===== src/rtl/tuple_range_pkg.sv =====
// ============================================================================
// Module : tuple_range_pkg
// Brief  : Shared state encoding and sizing constants for tuple_range_flatten.
// Rev    : 1.0
// ============================================================================
`default_nettype none

package tuple_range_pkg;

    localparam int MAX_ARITY = 8;
    localparam int IDX_W     = $clog2(MAX_ARITY);

    typedef enum logic [1:0] {
        ST_IDLE  = 2'd0,
        ST_FETCH = 2'd1,
        ST_EMIT  = 2'd2
    } state_t;

endpackage

`default_nettype wire


===== src/rtl/hrange_tuple.sv =====
// ============================================================================
// Module : hrange_tuple
// Brief  : Signed range generator yielding (i, i+1, .., i+ARITY-1) per step.
// Rev    : 1.0
// ============================================================================
`default_nettype none

module hrange_tuple #(
    parameter int WIDTH = 32,
    parameter int ARITY = 2
) (
    input  logic                     _clock,
    input  logic                     _reset_n,
    input  logic                     _start,
    input  logic [WIDTH-1:0]         base,
    input  logic [WIDTH-1:0]         limit,
    input  logic [WIDTH-1:0]         step,
    input  logic                     _ready,
    output logic                     _valid,
    output logic                     _done,
    output logic [ARITY*WIDTH-1:0]   tuple
);

    logic [WIDTH-1:0] i_q, i_d;
    logic [WIDTH-1:0] limit_q, limit_d;
    logic [WIDTH-1:0] step_q, step_d;
    logic             run_q, run_d;
    logic [WIDTH:0]   sum;
    logic             ovf;

    assign _valid = run_q && ($signed(i_q) < $signed(limit_q))
                    && !step_q[WIDTH-1] && (step_q != '0);
    assign _done  = !_valid;

    // One guard bit catches signed overflow of i+step, which ends the sequence.
    assign sum = {i_q[WIDTH-1], i_q} + {step_q[WIDTH-1], step_q};
    assign ovf = sum[WIDTH] ^ sum[WIDTH-1];

    for (genvar k = 0; k < ARITY; k++) begin : g_elem
        assign tuple[k*WIDTH +: WIDTH] = i_q + WIDTH'(k);
    end

    always_comb begin
        i_d     = i_q;
        limit_d = limit_q;
        step_d  = step_q;
        run_d   = run_q;
        if (_valid && _ready) begin
            if (ovf) begin
                run_d = 1'b0;
            end else begin
                i_d = sum[WIDTH-1:0];
            end
        end
        if (_start) begin
            i_d     = base;
            limit_d = limit;
            step_d  = step;
            run_d   = 1'b1;
        end
    end

    always_ff @(posedge _clock or negedge _reset_n) begin
        if (!_reset_n) begin
            i_q     <= '0;
            limit_q <= '0;
            step_q  <= '0;
            run_q   <= 1'b0;
        end else begin
            i_q     <= i_d;
            limit_q <= limit_d;
            step_q  <= step_d;
            run_q   <= run_d;
        end
    end

endmodule

`default_nettype wire


===== src/rtl/tuple_range_flatten.sv =====
// ============================================================================
// Module : tuple_range_flatten
// Brief  : Flattens hrange_tuple tuples into a scalar ready/valid stream.
// Rev    : 1.0
// ============================================================================
`default_nettype none

module tuple_range_flatten
    import tuple_range_pkg::*;
#(
    parameter int WIDTH = 32,
    parameter int ARITY = 2
) (
    input  logic             _clock,
    input  logic             _reset_n,
    input  logic             _start,
    input  logic [WIDTH-1:0] base,
    input  logic [WIDTH-1:0] limit,
    input  logic [WIDTH-1:0] step,
    input  logic             _ready,
    output logic             _valid,
    output logic [WIDTH-1:0] _0,
    output logic [2:0]       _index,
    output logic             _done
);

    localparam int               TW       = ARITY * WIDTH;
    localparam logic [IDX_W-1:0] LAST_IDX = IDX_W'(ARITY - 1);

    state_t           state_q, state_d;
    logic [TW-1:0]    emit_q, emit_d;
    logic [TW-1:0]    pf_q, pf_d;
    logic             pf_full_q, pf_full_d;
    logic [IDX_W-1:0] idx_q, idx_d;
    logic             valid_q, valid_d;
    logic             done_q, done_d;

    logic             child_valid, child_done, child_ready, child_acc;
    logic [TW-1:0]    child_tuple;
    logic             xfer, xfer_last, pf_drain;

    hrange_tuple #(
        .WIDTH (WIDTH),
        .ARITY (ARITY)
    ) u_child (
        ._clock   (_clock),
        ._reset_n (_reset_n),
        ._start   (_start),
        .base     (base),
        .limit    (limit),
        .step     (step),
        ._ready   (child_ready),
        ._valid   (child_valid),
        ._done    (child_done),
        .tuple    (child_tuple)
    );

    assign xfer      = valid_q && _ready;
    assign xfer_last = xfer && (idx_q == LAST_IDX);
    // The slot counts as free when it is being moved into the emit register this cycle.
    assign pf_drain    = pf_full_q && ((state_q == ST_FETCH) ||
                                       ((state_q == ST_EMIT) && xfer_last));
    assign child_ready = (state_q != ST_IDLE) && (!pf_full_q || pf_drain);
    assign child_acc   = child_valid && child_ready;

    always_comb begin
        state_d   = state_q;
        emit_d    = emit_q;
        pf_d      = pf_q;
        pf_full_d = pf_full_q;
        idx_d     = idx_q;
        valid_d   = valid_q;
        done_d    = done_q;
        if (child_acc) begin
            pf_d      = child_tuple;
            pf_full_d = 1'b1;
        end else if (pf_drain) begin
            pf_full_d = 1'b0;
        end
        case (state_q)
            ST_FETCH: begin
                if (pf_full_q) begin
                    emit_d  = pf_q;
                    idx_d   = '0;
                    valid_d = 1'b1;
                    state_d = ST_EMIT;
                end else if (child_done) begin
                    state_d = ST_IDLE;
                    done_d  = 1'b1;
                end
            end
            ST_EMIT: begin
                if (xfer_last) begin
                    if (pf_full_q) begin
                        emit_d = pf_q;
                        idx_d  = '0;
                    end else if (child_acc) begin
                        // Empty slot: take the arriving tuple straight to the output.
                        emit_d    = child_tuple;
                        idx_d     = '0;
                        pf_full_d = 1'b0;
                    end else if (child_done) begin
                        state_d = ST_IDLE;
                        valid_d = 1'b0;
                        done_d  = 1'b1;
                    end else begin
                        state_d = ST_FETCH;
                        valid_d = 1'b0;
                    end
                end else if (xfer) begin
                    idx_d = idx_q + IDX_W'(1);
                end
            end
            default: ;
        endcase
        if (_start) begin
            state_d   = ST_FETCH;
            pf_full_d = 1'b0;
            idx_d     = '0;
            valid_d   = 1'b0;
            done_d    = 1'b0;
        end
    end

    always_ff @(posedge _clock or negedge _reset_n) begin
        if (!_reset_n) begin
            state_q   <= ST_IDLE;
            emit_q    <= '0;
            pf_q      <= '0;
            pf_full_q <= 1'b0;
            idx_q     <= '0;
            valid_q   <= 1'b0;
            done_q    <= 1'b1;
        end else begin
            state_q   <= state_d;
            emit_q    <= emit_d;
            pf_q      <= pf_d;
            pf_full_q <= pf_full_d;
            idx_q     <= idx_d;
            valid_q   <= valid_d;
            done_q    <= done_d;
        end
    end

    assign _valid = valid_q;
    assign _done  = done_q;
    assign _index = idx_q;
    assign _0     = emit_q[int'(idx_q)*WIDTH +: WIDTH];

endmodule

`default_nettype wire


===== config.mk =====
export PLATFORM = sky130hd
export DESIGN_NAME = tuple_range_flatten
export DESIGN_NICKNAME = d
export VERILOG_FILES = /design/src/rtl/tuple_range_pkg.sv /design/src/rtl/hrange_tuple.sv /design/src/rtl/tuple_range_flatten.sv
export SDC_FILE = /design/constraint.sdc
export NUM_CORES = 1
export LEC_CHECK = 0
export CORE_MARGIN = 2
export CORE_UTILIZATION = 30
export CTS_CLUSTER_DIAMETER = 40
export DETAILED_ROUTE_END_ITERATION = 7
export DONT_BUFFER_PORTS = 1
export PLACE_DENSITY = 0.43
export SLEW_MARGIN = 20
export SYNTH_ARGS = -nofsm -noshare
export SYNTH_HDL_FRONTEND = slang
export SYNTH_SLANG_ARGS = --single-unit

===== constraint.sdc =====
create_clock -name _clock -period 6.8 [get_ports _clock]
set_input_delay 1.36 -clock _clock [delete_from_list [all_inputs] [get_ports _clock]]
set_output_delay 1.36 -clock _clock [all_outputs]
set_load 0.01 [all_outputs]

# Word-level counts from Yosys, hierarchy flattened
# Cells that the tools add are included.
# word_totals
out_inout_bits	37
in_bits	100
reg_bits	233
elab_cells	104
# op_classes
n_mux	46
magnitude_cmp	1
n_reduce_logical	26
shifts	1
add_sub_neg	3
eq_ne	15
bitwise_logic	1
# ops
op	count
two-way mux 64 bit	4
one-hot mux 64 bit (2 select lines)	1
two-way mux 32 bit	3
indexed part select 64 x 9 -> 32 bit	1
adder 32 x 32 -> 33 bit	1
adder 32 x 1 -> 32 bit (second input constant)	1
< comparator 32 bit	1
nonzero test 32 bit	1
two-way mux 1 bit	22
two-way mux 3 bit	6
inequality test 3 bit (second input constant)	6
AND reduction 5 bit	3
two-way mux 2 bit	6
logical AND 1 bit	9
inequality test 4 bit (second input constant)	2
AND reduction 4 bit	2
nonzero test 2 bit	4
inequality test 2 bit (second input constant)	3
one-hot mux 3 bit (2 select lines)	1
inequality test 5 bit (second input constant)	1
one-hot mux 1 bit (2 select lines)	2
one-hot mux 2 bit (2 select lines)	1
AND reduction 2 bit	2
adder 3 x 1 -> 3 bit (second input constant)	1
7 further kinds	9

# Depth between registers and ports, before layout
# Gate-level depths: netlist of run 1.
# depth
depth_word	14
depth_mapped	14
ltp_nobuf	12

# Hierarchy
# From an unflattened synthesis of run 1, not the netlist that was laid out.
# hier_totals
hier_cells	1239
area_unflattened_um2	13714.4
# modules_own_cells
mod	area_each_um2	cells_per_inst	n_inst
hrange_tuple	6940.4	769	1
tuple_range_flatten	6774.0	470	1

# Worst setup path after synthesis of run 1
# No wires, ideal clock.
# synth_timing
kind	register -> register
from	register u_child.i_q[0]
to	register u_child.i_q[21]
path_stages_with_launch	14
setup_ns	0.124
arrival_ns	2.954
required_ns	6.676
setup_slack_ns	3.722
period_less_slack_ns	3.078
path_cell_list	dfrtp_1 > ha_1 > inv_1 > fa_1 > nand2b_1 > a211o_1 > a211oi_2 > nor2_1 > o21ai_2 > a31oi_4 > xnor2_2 > buf_4 > nor3_1 > o31a_1
# synth_via
elab_chain_cells	7
elab_cells_between_ends	13
# synth_lines
item	line_no	source
from (decl)	hrange_tuple.sv:24	logic [WIDTH-1:0] i_q, i_d;
from (signal assigned)	hrange_tuple.sv:70	i_q <= i_d;
< comparator 32 bit	hrange_tuple.sv:31	assign _valid = run_q && ($signed(i_q) < $signed(limit_q))
logical AND 1 bit	hrange_tuple.sv:31	
logical AND 1 bit (2 in a row)	hrange_tuple.sv:32	&& !step_q[WIDTH-1] && (step_q != '0);
logical AND 1 bit	hrange_tuple.sv:48	if (_valid && _ready) begin
nonzero test 2 bit (no line)	n/a	
AND reduction 2 bit (no line)	n/a	
# Several ways; a longest one is shown, not always the timed one. The select of a mux whose other input is x is not followed.
# A chain may end at the register's enable or synchronous reset.

# Final worst setup path of run 1
# layout_timing
from	register u_child.i_q[0]
to	register u_child.i_q[12]
# The elaborated chain is that of the path after synthesis.

==> out/metrics.csv, run 1 <==
stage;metric;value;unit
timing;clk_skew;0.0255;ns
clocking;CTS resizes;0;
worst_setup_path;CP Data Required Time;7.25;ns
clocking;CTS Buf Count;43;
synth;synth unique cells;74;
clocking;Worst-path clk slew;0.05;ns
worst_setup_path;slowest stage delay, CP;0.72;ns
synth;dominant synthesized flop cell;dfrtp_1;
floorplan;initial core utilization;0.303;
global_routing;largest net degree at the start of global routing;234;
clocking;Clk Latency, worst-skew pair;0.56;ns
global_routing;first-pass GRT wire length;61900;µm
worst_setup_path;Crit Path Max Fanout;19;
timing;setup TNS;0;ns
worst_setup_path;Critical Path End Type;flip-flop;
worst_setup_path;startpoint types;flip-flop;
job;# Max-Cap Violations;0;
synth;Synth async-reset ratio;1.00;
worst_setup_path;CP Class;flip-flop to flip-flop;
clocking;Root Driver;clkbuf_16;
global_routing;Total GRT Usage;0.170;
clocking;CTS tree;done;
global_routing;vias in the first global route;10400;
worst_hold_path;HP Class;flip-flop to flip-flop;
timing;Final Hold Vio Count;0;
synth;number of synthesized flops with an enable pin;0;
placement;GP Congestion;0.897;
global_routing;GR Overflow Total;0;
timing;Slew Limit Fails;0;
worst_setup_path;worst endpoint data arrival time;4.82;ns
finish;most frequent cells in the layout;299 x nand2_1, 231 x dfrtp_1, 174 x o21ai_0, 89 x nor2_1, 71 x mux2i_1;
power;maximum vdd drop;0.000168;V
synth;Post-Syn Nets;1656;
clocking;clk buf depth;3;
worst_setup_path;critical path launch point;u_child.i_q[0];
global_routing;antenna violations before repair;3;
placement;Port Buffers;0;
synth;#FFs+latches synth;233;
timing;final worst hold slack;0.468;ns
floorplan;Die X;215;µm
routing;drt wl/cell;18.7;µm
routing;number of remaining DRC errors;0;
worst_setup_path;Reg-to-Reg Start;u_child.i_q[0];
routing;vias;10300;
timing;Slew @ Worst Pin;1.00;ns
routing;Total Wirelength;39000;µm
power;Tot Pwr;6.34;mW
synth;Post-Syn Area;13400;µm²
timing;period utilization;0.643;
power;LEAKAGE;6.51;nW
routing;first drt pass iteration count;5;
placement;DPL Wire Length;27000;µm
routing;Vias/cell;4.95;
timing;Final WS setup;2.43;ns
timing;maximum operating frequency;229;MHz
floorplan;DIE AREA;46300;µm²
timing;final setup vio count;0;
floorplan;I/O pin count;137;
synth;sequential area share after synthesis;0.436;
finish;area delta synth->final;14.8;%
synth;Syn Area/Cell;8.99;µm²
clocking;post-CTS setup buffer count;0;
placement;DP Worst Slack;2.41;ns
clocking;H-Tree Depth;2;
floorplan;DIE HEIGHT;215;µm
worst_hold_path;worst hold path startpoint;pf_q[38];
routing;number of routed nets with antenna violations;0;
finish;share of cells above drive strength 1;0.0985;
outcome;status;finished, final reports clean;
worst_setup_path;CP max-delay cell;xnor2_2;
clocking;Num Clock Sinks;233;
routing;DR iter-0 viols;569;
finish;Final #Nets;1625;
clocking;# hold bufs at CTS;0;
synth;Synthesis Warnings;0;
power;pwr dens;413;nW/µm²
worst_setup_path;CP Cell Sequence;ha_1, inv_1, fa_1, nand2b_1, a211o_1, a211oi_2, nor2_1, o21ai_2, a31oi_4, xnor2_2, buf_4, nor4b_1, o31a_1;
floorplan;Rows;77;
timing;RSZ-0062 raised after global routing;false;
synth;Post-Syn Instances;1489;
timing;slew margin rel.;0.330;
placement;Placed Instances;2005;
finish;FILL cells;4616;
finish;most common cell after layout, fill and taps aside;nand2_1;
floorplan;core area;44100;µm²
finish;Cell Count, Final, Fillers Out;2087;
timing;Final min period;4.37;ns
==> critical path: cells and delay by family, from the launching register on <==
family | cells | cell delay (ns)
buf+inv | 2 | 0.45
compound gates | 5 | 1.36
xor+xnor | 1 | 0.72
fa+ha+maj | 2 | 0.71
simple gates | 3 | 0.43
flops | 1 | 0.59
==> power breakdown <==
part,total (mW),leakage [nW],switching [mW],internal [mW]
combinational,1.93,2.92,1.20,0.730
sequential,2.16,2.86,0.344,1.82
clock,2.26,0.727,0.766,1.49
==> kinds of logic (layout without fill, tap and decap cells) <==
kind of cell,after synthesis,count (layout),share of synthesized area
other cells,0,2,0
xor+xnor,53,53,0.0358
mux,103,103,0.0801
simple gates,538,538,0.177
flops,233,233,0.436
compound gates,360,360,0.165
fa+ha+maj,67,67,0.0632
buf+inv,135,139,0.0429
==> final timing paths <==
kind	endpoint	slack, ns	cells after the start
hold reg to reg	pf_q[38]	0.47	2
setup / recovery	u_child.i_q[12]	2.43	13
setup reg to reg	u_child.i_q[12]	2.43	13
max in group asynchronous	_done	5.86	0
hold / removal	pf_q[38]	0.47	2
min in group asynchronous	u_child.step_q[27]	0.53	0
==> metal layers <==
layer,vias to the layer above,share of wire,global-route usage
li1,5162,-,-
met1,4915,0.51,0.249
met2,193,0.43,0.251
met3,61,0.036,0.0282
met4,2,0.026,0.0641
met5,-,0.00028,0
==> through the flow <==
stage / utilization / cell area [µm²]
detailed placement: 0.313 / 13800
global route: 0.348 / 15400
floorplan: - / 13400
global placement: 0.313 / 13800
CTS: 0.348 / 15400
finish: 0.348 / 15400
==> sequential cells by signal, summed over array words and instances, names as in the netlist <==
name and cells:
u_child.run_q 1, _valid 1, _index 3, state_q 2
_done 1, pf_q 64, u_child.limit_q 32, emit_q 64
pf_full_q 1, u_child.step_q 32, u_child.i_q 32
==> synth_stat cells (8+ instances only) <==
cell,count,share of area
o31a_1,9,0.0059
xor2_1,21,0.014
nor4_1,14,0.0065
nor2_1,90,0.025
and4_1,8,0.0052
nand4_1,21,0.0098
mux2_2,32,0.027
nand2_1,299,0.084
o21ai_1,17,0.0064
nand3_1,32,0.012
nor3_1,21,0.0079
inv_1,46,0.013
nand2b_1,16,0.0075
xnor2_1,30,0.020
and3_1,8,0.0037
clkbuf_1,62,0.017
a21o_1,14,0.0079
a21oi_1,51,0.019
a31oi_1,21,0.0098
mux2i_1,71,0.053
ha_1,66,0.062
buf_2,14,0.0052
o21ai_0,174,0.065
dfrtp_1,232,0.43
==> cell type report <==
type                       count  area [µm²]  share of cell area
antenna                        2        5.00            0.000326
tap                          592         741              0.0482
timing repair buffer          12        90.1             0.00587
inverter                      47         176              0.0115
multi-input combinational   1121        6990               0.455
clock buffer                  53        1160              0.0758
clock inverter                27         358              0.0233
sequential                   233        5830               0.380
Power figures use the tool's default switching activity.
==> inputs of run 2 (changes only) <==
- PLACE_DENSITY: 0.43 -> 0.44
- clock period: 6.8 -> 3.5 ns (I/O delays scaled with it)
==> out/metrics.csv, run 2 (synthesis gave the netlist of run 1 again) <==
stage;metric;value;unit;change
global_routing;GR Overflow Total;0;;unchanged
worst_setup_path;Critical Path End Type;flip-flop;;
clocking;CTS Buf Count;43;;unchanged
routing;Total Wirelength;38600;µm;-1.1%
timing;clk_skew;0.0156;ns;-0.00995 ns
power;maximum vdd drop;0.000343;V;+100%
floorplan;initial core utilization;0.303;;unchanged
finish;area delta synth->final;17.9;%;
timing;Final min period;3.34;ns;-1.04 ns
clocking;Worst-path clk slew;0.05;ns;about the same
global_routing;Total GRT Usage;0.168;;-0.00203
finish;post-route design area;15800;µm²;+2.7%
clocking;Num Clock Sinks;233;;unchanged
timing;slew margin rel.;0.474;;+0.145
finish;most common cell after layout, fill and taps aside;nand2_1;;
finish;largest registers;emit_q x64, pf_q x64;;
global_routing;met2 usage;0.260;;+0.00935
global_routing;antenna violations before repair;2;;-1
finish;share of cells above drive strength 1;0.124;;+0.0256
clocking;CTS tree;done;;
timing;Slew @ Worst Pin;0.787;ns;-0.216 ns
timing;final setup vio count;0;;unchanged
global_routing;met3 usage;0.0256;;-0.00255
power;pwr dens;787;nW/µm²;+90%
worst_setup_path;CP max-delay cell;fa_1;;
finish;most frequent cells in the layout;299 x nand2_1, 231 x dfrtp_1, 174 x o21ai_0, 89 x nor2_1, 71 x mux2i_1;;
floorplan;Die X;215;µm;unchanged
placement;DP Worst Slack;0.169;ns;-2.24 ns
floorplan;DIE AREA;46300;µm²;unchanged
timing;Slew Limit Fails;0;;unchanged
timing;maximum operating frequency;300;MHz;+31%
power;LEAKAGE;6.77;nW;+4.0%
placement;DPL Wire Length;27600;µm;+2.1%
worst_setup_path;CP Cell Sequence;ha_1, inv_1, fa_1, nand2b_1, a211o_1, a211oi_4, nor2_1, o21ai_2, a31oi_4, xnor2_2, buf_4, or3_1, a31oi_1;;
worst_setup_path;CP Data Required Time;3.95;ns;-3.30 ns
global_routing;first-pass GRT wire length;61900;µm;about the same
worst_setup_path;Crit Path Max Fanout;14;;-5
timing;setup TNS;0;ns;unchanged
finish;Post-Route Utilization;0.357;;+0.00927
worst_setup_path;CP Class;flip-flop to flip-flop;;
placement;placed cell areas;14300;µm²;+3.5%
clocking;Clk Latency, worst-skew pair;0.54;ns;-0.02 ns
clocking;H-Tree Depth;2;;unchanged
routing;drt wl/cell;18.1;µm;-3.2%
finish;FILL cells;4631;;+0.32%
job;# Max-Cap Violations;0;;unchanged
floorplan;DIE HEIGHT;215;µm;unchanged
finish;Cell Count, Final, Fillers Out;2133;;+2.2%
global_routing;vias in the first global route;10600;;+2.3%
worst_setup_path;worst endpoint data arrival time;3.78;ns;-1.04 ns
clocking;Root Driver;clkbuf_16;;
global_routing;largest net degree at the start of global routing;234;;unchanged
timing;final worst hold slack;-0.119;ns;-0.588 ns
routing;number of routed nets with antenna violations;0;;unchanged
routing;vias;10500;;+1.1%
floorplan;Rows;77;;unchanged
timing;period utilization;0.954;;+0.311
placement;Port Buffers;0;;unchanged
worst_setup_path;slowest stage delay, CP;0.41;ns;-0.31 ns
routing;Vias/cell;4.90;;-1.0%
finish;multi-input combinational cell area;7000;µm²;+0.11%
floorplan;core area;44100;µm²;unchanged
global_routing;global-route met1 utilization;0.245;;-0.00473
placement;GP Congestion;0.844;;-5.9%
worst_setup_path;startpoint types;flip-flop;;
floorplan;I/O pin count;137;;unchanged
finish;Final #Nets;1676;;+3.1%
placement;Placed Instances;2055;;+2.5%
timing;Final WS setup;0.161;ns;-2.26 ns
timing;RSZ-0062 raised after global routing;false;;
outcome;status;finished, violations left;;
power;Tot Pwr;12.4;mW;+96%
global_routing;gr busiest metal;met2;;
timing;Final Hold Vio Count;232;;+232
finish;Seq. cell area;5830;µm²;unchanged
routing;first drt pass iteration count;5;;unchanged
routing;number of remaining DRC errors;0;;unchanged
worst_hold_path;HP Class;input port to async pin;;
routing;DR iter-0 viols;589;;+3.5%
clocking;clk buf depth;3;;unchanged
outcome;failing checks;negative hold slack;;
==> run 2: worst max-delay path: cells and delay by family (launching register included) <==
family                   cells  cell delay [ns]
buffers and inverters        2             0.27
XOR/XNOR                     1             0.19
adder cells (fa/ha/maj)      2             0.62
AND/OR/NAND/NOR              3             0.68
flip-flops                   1             0.37
AO/OA/AOI/OAI                5             1.10
==> run 2: worst paths after layout <==
kind	cells past startpoint	end	slack, ns	start
max in group asynchronous	0	pf_q[36]	3.21	_reset_n
setup / recovery	13	u_child.i_q[10]	0.16	u_child.step_q[0]
min in group _clock	1	u_child.limit_q[14]	0.29	_start
setup reg to reg	13	u_child.i_q[10]	0.16	u_child.step_q[0]
hold reg to reg	2	pf_q[24]	0.47	pf_q[24]
hold / removal	0	u_child.step_q[27]	-0.12	_reset_n
==> run 2: metal layers <==
metal,vias to the layer above,part of all wire
met5,-,0.00034
met4,2,0.018
met3,50,0.033
met2,191,0.45
met1,4964,0.50
li1,5243,-
==> run 2: final cells by class <==
class / instances / share of cell area
multi-input combinational: 1121 / 0.444
clock inverter: 18 / 0.0144
clock buffer: 58 / 0.0763
timing repair buffer: 63 / 0.0371
sequential: 233 / 0.370
tap: 592 / 0.0470
antenna: 1 / 0.000159
inverter: 47 / 0.0112
==> run 2: what timing repair did <==
action                                  in CTS  in global routing
hold endpoints to repair                   232                232
endpoints found under the setup margin       0                  2
resized for setup                            0                  1
setup buffers                                0                  1
==> run 2: power by group <==
part / internal, mW / switching, mW / total [mW]
combinational: 1.70 / 2.56 / 4.26
sequential: 3.54 / 0.511 / 4.05
clock: 2.70 / 1.40 / 4.10
==> inputs of run 3 (changes only) <==
- REMOVE_ABC_BUFFERS: not set -> 1
==> out/metrics.csv, run 3 (synthesis gave the netlist of run 1 again) <==
stage;metric;value;unit;change
outcome;status;finished, violations left;;
outcome;failing checks;negative hold slack;;
timing;final setup vio count;0;;unchanged
clocking;CTS tree;done;;
timing;slew margin rel.;0.386;;-0.0877
global_routing;global-route met1 utilization;0.231;;-0.0138
floorplan;core area;44100;µm²;unchanged
finish;area delta synth->final;17.1;%;
timing;Slew @ Worst Pin;0.918;ns;+0.131 ns
floorplan;Rows;77;;unchanged
finish;largest registers;emit_q x64, pf_q x64;;
timing;period utilization;0.933;;-0.0210
worst_hold_path;HP Class;input port to async pin;;
worst_setup_path;startpoint types;flip-flop;;
floorplan;Die X;215;µm;unchanged
clocking;Worst-path clk slew;0.05;ns;about the same
routing;number of remaining DRC errors;0;;unchanged
floorplan;DIE HEIGHT;215;µm;unchanged
finish;Seq. cell area;5830;µm²;unchanged
worst_setup_path;CP Class;flip-flop to flip-flop;;
clocking;CTS Buf Count;42;;-2.3%
clocking;Clk Latency, worst-skew pair;0.55;ns;about the same
routing;first drt pass iteration count;5;;unchanged
power;maximum vdd drop;0.000358;V;+4.3%
timing;maximum operating frequency;306;MHz;+2.3%
placement;Port Buffers;0;;unchanged
global_routing;largest net degree at the start of global routing;234;;unchanged
worst_setup_path;CP max-delay cell;fa_1;;
worst_setup_path;Critical Path End Type;flip-flop;;
timing;Final min period;3.27;ns;-0.0735 ns
global_routing;met3 usage;0.0328;;+0.00722
worst_setup_path;worst endpoint data arrival time;3.72;ns;-0.06 ns
finish;most common cell after layout, fill and taps aside;nand2_1;;
routing;vias;10400;;-0.46%
worst_setup_path;slowest stage delay, CP;0.39;ns;-0.02 ns
placement;GP Congestion;0.885;;+4.9%
floorplan;initial core utilization;0.303;;unchanged
finish;share of cells above drive strength 1;0.123;;-0.00139
worst_setup_path;Crit Path Max Fanout;11;;-3
power;LEAKAGE;6.71;nW;-0.96%
finish;Post-Route Utilization;0.355;;-0.00221
timing;final worst hold slack;-0.136;ns;-0.0167 ns
global_routing;met2 usage;0.253;;-0.00742
worst_setup_path;CP Data Required Time;3.96;ns;about the same
timing;Slew Limit Fails;0;;unchanged
clocking;H-Tree Depth;2;;unchanged
global_routing;first-pass GRT wire length;60600;µm;-2.2%
global_routing;vias in the first global route;10500;;-1.3%
clocking;Root Driver;clkbuf_16;;
routing;drt wl/cell;17.8;µm;-1.3%
finish;multi-input combinational cell area;7010;µm²;+0.16%
global_routing;gr busiest metal;met2;;
worst_setup_path;cell family with most CP delay;compound AO/OA/AOI/OAI gates;;
timing;clk_skew;0.00892;ns;-0.00663 ns
routing;number of routed nets with antenna violations;0;;unchanged
clocking;Num Clock Sinks;233;;unchanged
global_routing;Total GRT Usage;0.166;;-0.00237
routing;Total Wirelength;37900;µm;-1.7%
global_routing;antenna violations before repair;1;;-1
timing;RSZ-0062 raised after global routing;false;;
floorplan;DIE AREA;46300;µm²;unchanged
placement;DPL Wire Length;26900;µm;-2.5%
finish;most frequent cells in the layout;299 x nand2_1, 231 x dfrtp_1, 174 x o21ai_0, 89 x nor2_1, 71 x mux2i_1;;
floorplan;I/O pin count;137;;unchanged
timing;Final Hold Vio Count;232;;unchanged
power;pwr dens;784;nW/µm²;-0.36%
global_routing;GR Overflow Total;0;;unchanged
worst_setup_path;CP bufs+invs;2;;unchanged
clocking;clk buf depth;3;;unchanged
job;# Max-Cap Violations;0;;unchanged
worst_setup_path;CP Cell Sequence;ha_1, inv_1, fa_1, nand2b_1, a211o_1, a211oi_4, nor2_1, o21ai_2, a31oi_4, xnor2_2, buf_4, or3_1, a31oi_1;;
routing;Vias/cell;4.89;;-0.13%
finish;Final #Nets;1667;;-0.54%
finish;FILL cells;4623;;-0.17%
routing;DR iter-0 viols;673;;+14%
run 3: where the power goes:
part	internal, mW	switching [mW]	leakage [nW]
clock network	2.59	1.46	0.678
logic	1.67	2.49	3.17
registers	3.53	0.538	2.86
total	7.80	4.49	6.71
run 3: layout make-up:
cell class,count,share of cell area
sequential,233,0.372
inverter,47,0.0113
antenna,1,0.000160
clock buffer,53,0.0743
timing repair buffer,55,0.0319
clock inverter,24,0.0156
tap,592,0.0473
multi-input combinational,1121,0.447
run 3: through the flow:
stage	setup WS, ns	setup TNS (ns)	total power [mW]	cells	area, µm²
2_1_floorplan	-4.13	-270.86	6.84	1401	13000
3_3_place_gp	0.0174	0	8.19	2045	14200
3_5_place_dp	-0.000988	-0.000988	8.26	2045	14200
4_1_cts	0.101	0	12.4	2122	15600
5_1_grt	0.0111	0	13.2	2125	15700
6_report	0.235	0	12.3	2126	15700
run 3: path summary, 6_finish.rpt:
path	slack [ns]	startpoint	endpoint	cells after the start
setup / recovery	0.23	u_child.step_q[0]	u_child.i_q[28]	13
max in group asynchronous	3.22	_reset_n	emit_q[57]	0
min in group _clock	0.21	_start	_done	1
hold / removal	-0.14	_reset_n	u_child.step_q[3]	0
setup reg to reg	0.23	u_child.step_q[0]	u_child.i_q[28]	13
hold reg to reg	0.47	pf_q[2]	pf_q[2]	2
run 3: timing repair:
item,CTS,global route
hold endpoints to repair,232,232
setup buffers,0,3
setup endpoints to repair,2,14
resized for setup,1,1
pin swaps,0,1
run 3: metal layers:
metal,vias up,share of wire
met3,72,0.044
met1,4911,0.48
met2,193,0.44
li1,5224,-
met4,2,0.032
met5,-,0.00037
